**src/rtl/threshold_debounce_fsm_pkg.sv**
```systemverilog
// Shared types for the threshold monitor: FSM state encoding, comparator
// sample classes and the flag classifier.
package threshold_mon_pkg;

   typedef enum logic [2:0] {
      ST_NORMAL     = 3'd0,
      ST_OVER_PEND  = 3'd1,
      ST_OVER_TRIP  = 3'd2,
      ST_UNDER_PEND = 3'd3,
      ST_UNDER_TRIP = 3'd4,
      ST_FAULT      = 3'd5
   } state_e;

   typedef enum logic [1:0] {
      CLS_GT  = 2'd0,
      CLS_LT  = 2'd1,
      CLS_EQ  = 2'd2,
      CLS_BAD = 2'd3
   } sample_class_e;

   // Exactly one flag set is a legal comparator result; anything else is BAD.
   function automatic sample_class_e classify(input logic gt, input logic lt, input logic eq);
      case ({gt, lt, eq})
         3'b100:  return CLS_GT;
         3'b010:  return CLS_LT;
         3'b001:  return CLS_EQ;
         default: return CLS_BAD;
      endcase
   endfunction

   function automatic int max_int(input int a, input int b);
      return (a > b) ? a : b;
   endfunction

endpackage

```
**src/rtl/threshold_debounce_fsm_if.sv**
```systemverilog
// Comparator sample bus plus the fault-acknowledge strobe.
interface threshold_debounce_fsm_if;
   logic sample_valid;
   logic gt;
   logic lt;
   logic eq;
   logic clear;

   modport master (output sample_valid, gt, lt, eq, clear);
   modport slave  (input  sample_valid, gt, lt, eq, clear);
endinterface

```
**src/rtl/threshold_debounce_fsm_sample_watchdog.sv**
```systemverilog
// Counts clocks since the last valid sample; timeout is a level that stays
// high while the count sits at TIMEOUT. TIMEOUT=0 disables the watchdog.
module sample_watchdog #(
   parameter int TIMEOUT = 1000
) (
   input  logic clk,
   input  logic rst_n,
   input  logic sample_valid,
   output logic timeout
);

   localparam int WDW = (TIMEOUT < 1) ? 1 : $clog2(TIMEOUT + 1);
   localparam logic [WDW-1:0] TMAX = WDW'(TIMEOUT);

   logic [WDW-1:0] cnt;

   // Restart on every valid sample, otherwise count up and hold at TIMEOUT.
   always_ff @(posedge clk or negedge rst_n) begin
      if (!rst_n) begin
         cnt <= '0;
      end else if (sample_valid) begin
         cnt <= '0;
      end else if (cnt != TMAX) begin
         cnt <= cnt + 1'b1;
      end
   end

   assign timeout = (TIMEOUT != 0) && (cnt == TMAX);

endmodule

```
**src/rtl/threshold_debounce_fsm.sv**
```systemverilog
// Debounce/trip controller behind the threshold comparator. Requires
// CONFIRM_CNT agreeing samples to trip, RELEASE_CNT non-tripping samples to
// release, and raises FAULT on malformed flags or a stalled sample stream.
// Build option STICKY_FAULT_EN: FAULT leaves only on clear (watchdog idle);
// otherwise FAULT also leaves on the next well-formed sample.
module threshold_debounce_fsm
   import threshold_mon_pkg::*;
#(
   parameter int CONFIRM_CNT = 4,
   parameter int RELEASE_CNT = 8,
   parameter int TIMEOUT     = 1000
) (
   input  logic                      clk,
   input  logic                      rst_n,
   threshold_debounce_fsm_if.slave   smp,
   output logic                      over_o,
   output logic                      under_o,
   output logic                      fault_o,
   output logic                      cutoff_o,
   output logic                      event_o,
   output logic [2:0]                state_o
);

   localparam logic [2:0] S_NORMAL     = ST_NORMAL;
   localparam logic [2:0] S_OVER_PEND  = ST_OVER_PEND;
   localparam logic [2:0] S_OVER_TRIP  = ST_OVER_TRIP;
   localparam logic [2:0] S_UNDER_PEND = ST_UNDER_PEND;
   localparam logic [2:0] S_UNDER_TRIP = ST_UNDER_TRIP;
   localparam logic [2:0] S_FAULT      = ST_FAULT;

   localparam int CW = $clog2(max_int(CONFIRM_CNT, RELEASE_CNT) + 1);
   localparam logic [CW-1:0] CONF_C = CW'(CONFIRM_CNT);
   localparam logic [CW-1:0] REL_C  = CW'(RELEASE_CNT);
   // With a single-sample confirm the pending states are skipped.
   localparam logic [2:0] OVER_ENTRY  = (CONFIRM_CNT == 1) ? S_OVER_TRIP  : S_OVER_PEND;
   localparam logic [2:0] UNDER_ENTRY = (CONFIRM_CNT == 1) ? S_UNDER_TRIP : S_UNDER_PEND;

   logic [2:0]    state, state_nxt;
   logic [CW-1:0] cnt, cnt_nxt;
   logic [CW-1:0] rel, rel_nxt;
   logic          timeout;
   logic          bad, tmo, fault_exit;
   sample_class_e cls;

   function automatic logic [CW-1:0] sat_inc(input logic [CW-1:0] v);
      return (&v) ? v : v + 1'b1;
   endfunction

   sample_watchdog #(.TIMEOUT(TIMEOUT)) u_watchdog (
      .clk          (clk),
      .rst_n        (rst_n),
      .sample_valid (smp.sample_valid),
      .timeout      (timeout)
   );

   // Next-state and counter logic; fault conditions outrank everything.
   always_comb begin
      state_nxt = state;
      cnt_nxt   = cnt;
      rel_nxt   = rel;
      cls       = classify(smp.gt, smp.lt, smp.eq);
      bad       = smp.sample_valid && (cls == CLS_BAD);
      // A valid sample in the same cycle masks the timeout.
      tmo       = timeout && !smp.sample_valid;
`ifdef STICKY_FAULT_EN
      fault_exit = smp.clear && !timeout && !bad;
`else
      fault_exit = (smp.sample_valid && !bad) || (smp.clear && !tmo && !bad);
`endif
      if (state == S_FAULT) begin
         if (fault_exit) state_nxt = S_NORMAL;
      end else if (bad || tmo || (state > S_FAULT)) begin
         state_nxt = S_FAULT;
      end else if (smp.sample_valid) begin
         case (state)
            S_NORMAL: begin
               if (cls == CLS_GT)      state_nxt = OVER_ENTRY;
               else if (cls == CLS_LT) state_nxt = UNDER_ENTRY;
            end
            S_OVER_PEND: begin
               if (cls == CLS_GT) begin
                  if (sat_inc(cnt) >= CONF_C) state_nxt = S_OVER_TRIP;
                  else                        cnt_nxt   = sat_inc(cnt);
               end else if (cls == CLS_LT) begin
                  state_nxt = UNDER_ENTRY;
               end else begin
                  state_nxt = S_NORMAL;
               end
            end
            S_UNDER_PEND: begin
               if (cls == CLS_LT) begin
                  if (sat_inc(cnt) >= CONF_C) state_nxt = S_UNDER_TRIP;
                  else                        cnt_nxt   = sat_inc(cnt);
               end else if (cls == CLS_GT) begin
                  state_nxt = OVER_ENTRY;
               end else begin
                  state_nxt = S_NORMAL;
               end
            end
            S_OVER_TRIP: begin
               if (cls == CLS_GT)                 rel_nxt   = '0;
               else if (sat_inc(rel) >= REL_C)    state_nxt = S_NORMAL;
               else                               rel_nxt   = sat_inc(rel);
            end
            S_UNDER_TRIP: begin
               if (cls == CLS_LT)                 rel_nxt   = '0;
               else if (sat_inc(rel) >= REL_C)    state_nxt = S_NORMAL;
               else                               rel_nxt   = sat_inc(rel);
            end
            default: ;
         endcase
      end
      // Every state change restarts both counters; pending entry counts the
      // sample that caused it.
      if (state_nxt != state) begin
         cnt_nxt = ((state_nxt == S_OVER_PEND) || (state_nxt == S_UNDER_PEND)) ? CW'(1) : '0;
         rel_nxt = '0;
      end
   end

   // State, counters and registered outputs decoded from the next state.
   always_ff @(posedge clk or negedge rst_n) begin
      if (!rst_n) begin
         state    <= S_NORMAL;
         cnt      <= '0;
         rel      <= '0;
         over_o   <= 1'b0;
         under_o  <= 1'b0;
         fault_o  <= 1'b0;
         cutoff_o <= 1'b0;
         event_o  <= 1'b0;
      end else begin
         state    <= state_nxt;
         cnt      <= cnt_nxt;
         rel      <= rel_nxt;
         over_o   <= (state_nxt == S_OVER_TRIP);
         under_o  <= (state_nxt == S_UNDER_TRIP);
         fault_o  <= (state_nxt == S_FAULT);
         cutoff_o <= (state_nxt == S_OVER_TRIP) || (state_nxt == S_UNDER_TRIP) ||
                     (state_nxt == S_FAULT);
         event_o  <= (state_nxt != state) &&
                     ((state_nxt == S_OVER_TRIP) || (state_nxt == S_UNDER_TRIP) ||
                      (state_nxt == S_FAULT));
      end
   end

   assign state_o = state;

endmodule

```
**src/flat_wrapper.sv**
```systemverilog
// flat-port wrapper written by rule: the top's interface ports become plain ports
module threshold_debounce_fsm_flat import threshold_mon_pkg::*;
#(
   parameter int CONFIRM_CNT = 4,
   parameter int RELEASE_CNT = 8,
   parameter int TIMEOUT     = 1000
)
  (clk, rst_n, over_o, under_o, fault_o, cutoff_o, event_o, state_o, smp_sample_valid, smp_gt, smp_lt, smp_eq, smp_clear);
  threshold_debounce_fsm_if smp_i ();
  input  logic clk;
  input  logic rst_n;
  output logic over_o;
  output logic under_o;
  output logic fault_o;
  output logic cutoff_o;
  output logic event_o;
  output logic [2:0] state_o;
  input wire logic [$bits(smp_i.sample_valid)-1:0] smp_sample_valid;
  input wire logic [$bits(smp_i.gt)-1:0] smp_gt;
  input wire logic [$bits(smp_i.lt)-1:0] smp_lt;
  input wire logic [$bits(smp_i.eq)-1:0] smp_eq;
  input wire logic [$bits(smp_i.clear)-1:0] smp_clear;
  assign smp_i.sample_valid = smp_sample_valid;
  assign smp_i.gt = smp_gt;
  assign smp_i.lt = smp_lt;
  assign smp_i.eq = smp_eq;
  assign smp_i.clear = smp_clear;
  threshold_debounce_fsm #(.CONFIRM_CNT(CONFIRM_CNT), .RELEASE_CNT(RELEASE_CNT), .TIMEOUT(TIMEOUT)) u_core (.clk(clk), .rst_n(rst_n), .smp(smp_i), .over_o(over_o), .under_o(under_o), .fault_o(fault_o), .cutoff_o(cutoff_o), .event_o(event_o), .state_o(state_o));
endmodule
```
**config.mk**
```make
export PLATFORM = sky130hd
export DESIGN_NAME = threshold_debounce_fsm_flat
export DESIGN_NICKNAME = d
export VERILOG_FILES = /design/src/rtl/threshold_debounce_fsm_pkg.sv /design/src/rtl/threshold_debounce_fsm_if.sv /design/src/rtl/threshold_debounce_fsm_sample_watchdog.sv /design/src/rtl/threshold_debounce_fsm.sv /design/src/flat_wrapper.sv
export SDC_FILE = /design/constraint.sdc
export NUM_CORES = 1
export LEC_CHECK = 0
export BUFFER_PORTS_ARGS = -buffer_cell sky130_fd_sc_hd__buf_2
export CAP_MARGIN = 0
export CELL_PAD_IN_SITES_DETAIL_PLACEMENT = 0
export CELL_PAD_IN_SITES_GLOBAL_PLACEMENT = 1
export CORE_ASPECT_RATIO = 1.5
export CORE_MARGIN = 2
export CORE_UTILIZATION = 45
export CTS_CLUSTER_SIZE = 16
export DETAILED_ROUTE_END_ITERATION = 10
export GPL_ROUTABILITY_DRIVEN = 0
export HOLD_SLACK_MARGIN = 0.08
export PLACE_DENSITY_LB_ADDON = 0.3
export RECOVER_POWER = 25
export SETUP_SLACK_MARGIN = 0.15
export SLEW_MARGIN = 20
export SYNTH_ARGS = -nofsm -noshare
export SYNTH_HDL_FRONTEND = slang
export SYNTH_SLANG_ARGS = --single-unit
```
**constraint.sdc**
```tcl
create_clock -name clk -period 2.8 [get_ports clk]
set_input_delay 0.14 -clock clk [delete_from_list [all_inputs] [get_ports clk]]
set_output_delay 0.14 -clock clk [all_outputs]
set_load 0.05 [all_outputs]
```
# --- After elaboration in Yosys (flattened, before gate mapping) ---
# Cells that the tools add are included.
totals:
  reg_bits: 26
  latch_bits: 0
  ram_bits: 0
  mem_bits_ro: 0
  in_bits: 7
  output_inout_bits: 8
  word_cells: 100
  n_memories: 0
op_classes:
  n_addsub: 3
  n_mul: 0
  div_mod_pow: 0
  order_cmp: 3
  eq_ne: 22
  shifts: 0
  mux: 38
  bitwise_logic: 0
  reduce_logical: 25
ops:
  columns: ["op", "n"]
  rows:
  - ["two-way mux 4 bit", 16]
  - ["two-way mux 3 bit", 13]
  - ["two-way mux 10 bit", 2]
  - ["case mux 4 bit (2 select lines)", 2]
  - ["equality test 3 x 2 -> 1 bit (second input constant)", 5]
  - ["equality test 3 bit (second input constant)", 5]
  - ["case mux 3 bit (5 select lines)", 1]
  - ["AND reduction 4 bit", 3]
  - ["adder 10 x 1 -> 10 bit (second input constant)", 1]
  - ["equality test 10 bit (second input constant)", 1]
  - ["!= test 10 bit (second input constant)", 1]
  - ["equality test 3 x 1 -> 1 bit (second input constant)", 3]
  - ["adder 4 x 1 -> 4 bit (second input constant)", 2]
  - ["logical AND 1 bit", 6]
  - ["logical OR 1 bit", 6]
  - ["!= test 3 x 1 -> 1 bit (second input constant)", 2]
  - ["case mux 2 bit (3 select lines)", 1]
  - ["AND reduction 6 bit", 1]
  - ["nonzero test 3 bit", 2]
  - [">= comparator 4 x 3 -> 1 bit (second input constant)", 1]
  - [">= comparator 4 bit (second input constant)", 1]
  - ["!= test 2 bit (second input constant)", 2]
  - ["nonzero test 2 bit", 2]
  - ["greater-than comparator 3 bit (second input constant)", 1]
  - ["8 further kinds", 11]

# --- Depth between registers and ports, before layout ---
logic_depth:
  ltp_word: 13
  mapped_depth: 8
  mapped_depth_nobuf: 8

# --- By module ---
# A second synthesis with hierarchy kept.
hier_totals:
  cells_unflattened: 207
  hier_area_um2: 1844.3
modules_own_cells:
  columns: ["mod", "instances", "cells_per_inst", "area_per_inst_um2", "seq_area_each_um2"]
  rows:
  - ["threshold_debounce_fsm", 1, 152, 1301.2, 400.4]
  - ["sample_watchdog", 1, 55, 543.0, 250.2]

# --- Worst setup path before layout ---
# Ideal clock, no wire load.
synth_path:
  path_kind: "register -> register"
  start: "reg u_core.state[2], in the netlist u_core.state_o[2]"
  end: "reg u_core.cnt[0]"
  setup_ps: 80
  t_arrival_ps: 2525
  t_required_ps: 2720
  path_slack_ps: 195
  stages_incl_launch_ff: 9
  n_path_buf: 1
  synth_period_minus_slack_ps: 2605
  cell_sequence: "dfrtp_1 > buf_2 > nor2_1 > a31oi_1 > o31ai_1 > nor3_1 > mux2_2 > a222oi_1 > mux2i_1"
synth_between:
  elab_chain_len: 10
synth_rtl:
  columns: ["element", "line", "text"]
  rows:
  - ["from (decl)", "threshold_debounce_fsm.sv:38", "logic [2:0] state, state_nxt;"]
  - ["from (signal assigned)", "threshold_debounce_fsm.sv:133", "state <= state_nxt;"]
  - ["parallel branches: the longest is 10 deep, another holds AND reduction 6 bit", null, null]
  - ["to (signal assigned)", "threshold_debounce_fsm.sv:134", "cnt <= cnt_nxt;"]
  - ["to (decl)", "threshold_debounce_fsm.sv:39", "logic [CW-1:0] cnt, cnt_nxt;"]
# Parallel ways; which one is timed is not known. The select of a mux whose other input is x is not followed.
# A chain may end at the register's enable or synchronous reset.

# --- Worst setup path after layout ---
layout_path:
  start: "reg u_core.cnt[0]"
  end: "reg u_core.rel[1]"
layout_between:
  elab_chain_len: 12
layout_rtl:
  columns: ["element", "line", "text"]
  rows:
  - ["adder 4 x 1 -> 4 bit or AND reduction 4 bit (tied branches)", "threshold_debounce_fsm.sv:46", "return (&v) ? v : v + 1'b1;"]
  - ["two-way mux 4 bit *", "threshold_debounce_fsm.sv:46", null]
  - [">= comparator 4 x 3 -> 1 bit *", "threshold_debounce_fsm.sv:82, threshold_debounce_fsm.sv:92", null]
  - ["two-way mux 3 bit (on tied branches)", "threshold_debounce_fsm.sv:92, threshold_debounce_fsm.sv:82", null]
  - ["two-way mux 3 bit (on tied branches)", "threshold_debounce_fsm.sv:91, threshold_debounce_fsm.sv:81", null]
  - ["case mux 3 bit (5 select lines) *", "threshold_debounce_fsm.sv:75", "case (state)"]
  - ["two-way mux 3 bit *", "threshold_debounce_fsm.sv:74", "end else if (smp.sample_valid) begin"]
  - ["two-way mux 3 bit *", "threshold_debounce_fsm.sv:72", "end else if (bad || tmo || (state > S_FAULT)) begin"]
  - ["two-way mux 3 bit *", "threshold_debounce_fsm.sv:70", "if (state == S_FAULT) begin"]
  - ["!= test 3 bit *", "threshold_debounce_fsm.sv:115", "if (state_nxt != state) begin"]
  - ["!= test 2 bit (no line), or another cell as far along", null, null]
  - ["AND reduction 4 bit (no line)", null, null]
  - ["to (signal assigned)", "threshold_debounce_fsm.sv:135", "rel <= rel_nxt;"]
  - ["to (decl)", "threshold_debounce_fsm.sv:40", "logic [CW-1:0] rel, rel_nxt;"]
# Mark *: on every way between the ends. The rest lies on a longest branch, timed or not.

==> summary.txt <==
Floorplan
  – Initial core utilization: a little under half
  – Die Footprint: approximately 0.004 mm²
  – Die height: slightly below 80 µm
  – Top Ports: 15
  – Die Wd: around 53 µm
  – Cell Rows: 26
  – Core area: around 0.0034 mm²

Setup path
  – WP buf/inv: 1
  – Crit path kind: flip-flop to flip-flop
  – Worst-path fanout max: 9
  – CP max stage delay: approximately 0.41 ns
  – Type of origin of the critical path: flip-flop
  – R2R depth: 9
  – Worst path top cell family by delay: compound AO/OA/AOI/OAI gates
  – CP Cell Sequence: ha_1 > or2_1 > o21a_1 > nor2_1 > o211ai_1 > a211o_2 > a222oi_1 > buf_4 > a21boi_0
  – CP required: 2.98 ns
  – CP Depth: 9
  – Worst setup EP type: flip-flop
  – CP Data Arrival Time: about 2.7 ns
  – Crit-path slowest cell: dfrtp_1

Status
  – Outcome: complete, no violations

Global route
  – First-pass GRT wire length: approximately 6300 µm
  – Largest net degree at the start of global routing: 27
  – All-Layer GR Usage: 19.9%
  – Gr ovfl total: 0
  – Number of global-route vias before repair: 1,379
  – Initial antenna violation count: 0

Logic synthesis
  – Yosys top cell by area: dfrtp_1
  – Gate Count Post-Synth: around 170
  – Post-synthesis sequential area ratio: approximately two fifths
  – Syn Std Cell Area: roughly 0.0016 mm²
  – Post-synth EDFFs: 0
  – Synth top cells by count: dfrtp_1 (26), nor2_1 (23), nand2_1 (12)
  – Most frequent cell after synthesis: dfrtp_1
  – #FFs+latches synth: 26
  – Synth Flop Type: dfrtp_1
  – Async SR Flop Fraction: 100%
  – Warnings from Yosys: 0
  – Largest cells by area after synthesis: dfrtp_1 (41%), nor2_1 (5.4%), xor2_1 (3.8%)
  – Mapped Nets: approximately 190
  – Syn_area_per_cell: 9.21 µm²
  – Number of distinct library cells after synthesis: about 50
  – Synth top area share: roughly two fifths

STA
  – Clk_skew: 0.00324 ns
  – Worst-Margin Slew: 1.37 ns
  – Setup violators final: 0
  – Fin crit period: 2.47 ns
  – RSZ-0062 raised after global routing: no
  – TNS Setup: 0 ns
  – Relative slew margins: between 8 and 9%
  – Final hold vios: 0
  – Pins over their slew limit: 0
  – Max Freq: between 400 and 500 MHz
  – Final period utilization: 88.3%

Placement
  – DPL Wire Length: 2640 µm
  – DP Area: ~0.0017 mm²
  – Port-buffer cells: 14
  – Placed insts: 226

Power and ir drop
  – Power per Cell Area: roughly 800 mW/mm²
  – Static Leak: between 0.0007 and 0.0008 µW
  – VDD IR max: ~0.00066 V

Clock tree
  – Worst skew pair latency: between 0.2 and 0.3 ns
  – Clock transition at the registers of the reported paths: 0.09 ns
  – Total CTS buffers: 3
  – CTS Buffer Depth: 2
  – Clk sinks: 26
  – CTS root buf: clkbuf_8
  – Setup Buffers After CTS: 0
  – H-tree Lvls: 1
  – CTS tree: yes

Layout
  – # nets final: about 200
  – Final Instance Count excl. Fillers: 231
  – Final Cell Area: 0.00180 mm²
  – Share of cells above drive strength 1: between 10% and 20%
  – N_diodes: 0
  – Area delta synth->final: 12.2%

Routing
  – DR iter-0 viols: 36
  – DR pass1 iterations: 4
  – Final WL: ~3500 µm
  – Vias per Instance: about 5.8
  – Post-route ant nets: 0
  – Residual DRC: 0
  – Routed vias: 1,329
  – DR WL/cell: approximately 15 µm

Run
  – Max-cap violation count: 0

Hold path
  – Hold Path Depth: 2
  – Worst Hold Class: input port to flip-flop
[metal layers]
layer  GRT usage [%]  up-vias  part of all wire (%)
met5               0        -                     0
met1            26.4      651                    43
met4            6.92        0                   1.6
met3            1.75        4                   2.3
li1                -      651                     -
met2            33.0       23                    53
[kinds of logic (layout without fill, tap and decap cells)]
kind of cell | count (synthesis) | in the layout | synth area share (%)
AO/OA/AOI/OAI | 38 | 38 | 17.4
XOR/XNOR | 10 | 10 | 5.46
adder cells (fa/ha/maj) | 4 | 4 | 3.12
buffers and inverters | 11 | 26 | 2.89
multiplexers | 5 | 5 | 3.20
AND/OR/NAND/NOR | 80 | 80 | 27.3
flip-flops | 26 | 26 | 40.6
[cell type report]
class | instances | area [µm²]
multi-input combinational | 137 | 912
tap | 42 | 52.6
timing repair buffer | 16 | 86.3
fill | 325 | 1620
sequential | 26 | 653
inverter | 6 | 22.5
clock buffer | 3 | 41.3
clock inverter | 1 | 30.0
[worst reg2reg max path, cell delays in order (launching register included)]
cell      delay [ns]
dfrtp_1         0.41
ha_1            0.21
or2_1           0.22
o21a_1          0.16
nor2_1          0.10
o211ai_1        0.17
a211o_2         0.37
a222oi_1        0.34
buf_4           0.22
a21boi_0        0.20
[power by group]
group	switching [µW]	leakage [µW]	internal (µW)
sequential	73.3	0.000342	432
combinational	412	0.000417	217
clock	115	0.0000357	191
total	600	0.000794	840
[flip-flops by register name, summed over array words and instances, names as in the netlist]
register / count
u_core.cnt: 4
u_core.cutoff_o: 1
u_core.event_o: 1
u_core.fault_o: 1
u_core.over_o: 1
u_core.rel: 4
u_core.state_o: 3
u_core.u_watchdog.cnt: 10
u_core.under_o: 1
[worst paths after layout]
kind,startpoint,to,slack [ns]
worst max-delay path,u_core.cnt[0],u_core.rel[1],0.33
worst min-delay path,smp_sample_valid,u_core.u_watchdog.cnt[3],0.26
worst max register to register,u_core.cnt[0],u_core.rel[1],0.33
worst min register to register,u_core.cnt[2],u_core.cnt[2],0.56
max in group asynchronous,rst_n,u_core.state_o[1],1.20
min in group asynchronous,rst_n,u_core.cnt[2],0.70
[placed cells by master, fill, tap and decap left out, types with 6 or more instances in the layout]
cell type   n
dfrtp_1    24
nand2_1    12
o21ai_0     6
xor2_1      7
nand3_1     8
inv_1       6
buf_2      13
nand2b_1    6
nor2_1     23
a21oi_1     8
[metrics by stage]
stage / util, % / worst slack (ns) / hold slack [ns] / power, µW
5_1_grt: 52.6 / 0.159 / 0.288 / 1540
4_1_cts: 52.4 / 0.345 / 0.257 / 1450
3_5_place_dp: 50.0 / 0.380 / 0.181 / 1140
6_report: 52.6 / 0.327 / 0.258 / 1440
2_1_floorplan: - / 0.195 / -0.156 / 988
3_3_place_gp: 50.0 / 0.471 / 0.152 / 1120
[timing repair]
item / 4_1_cts / 5_1_grt
hold buffers: 1 / 0
endpoints found under the hold margin: 26 / 0
endpoints found under the setup margin: 0 / 4
resized for setup: 0 / 3
(Power assumes the default switching activity.)
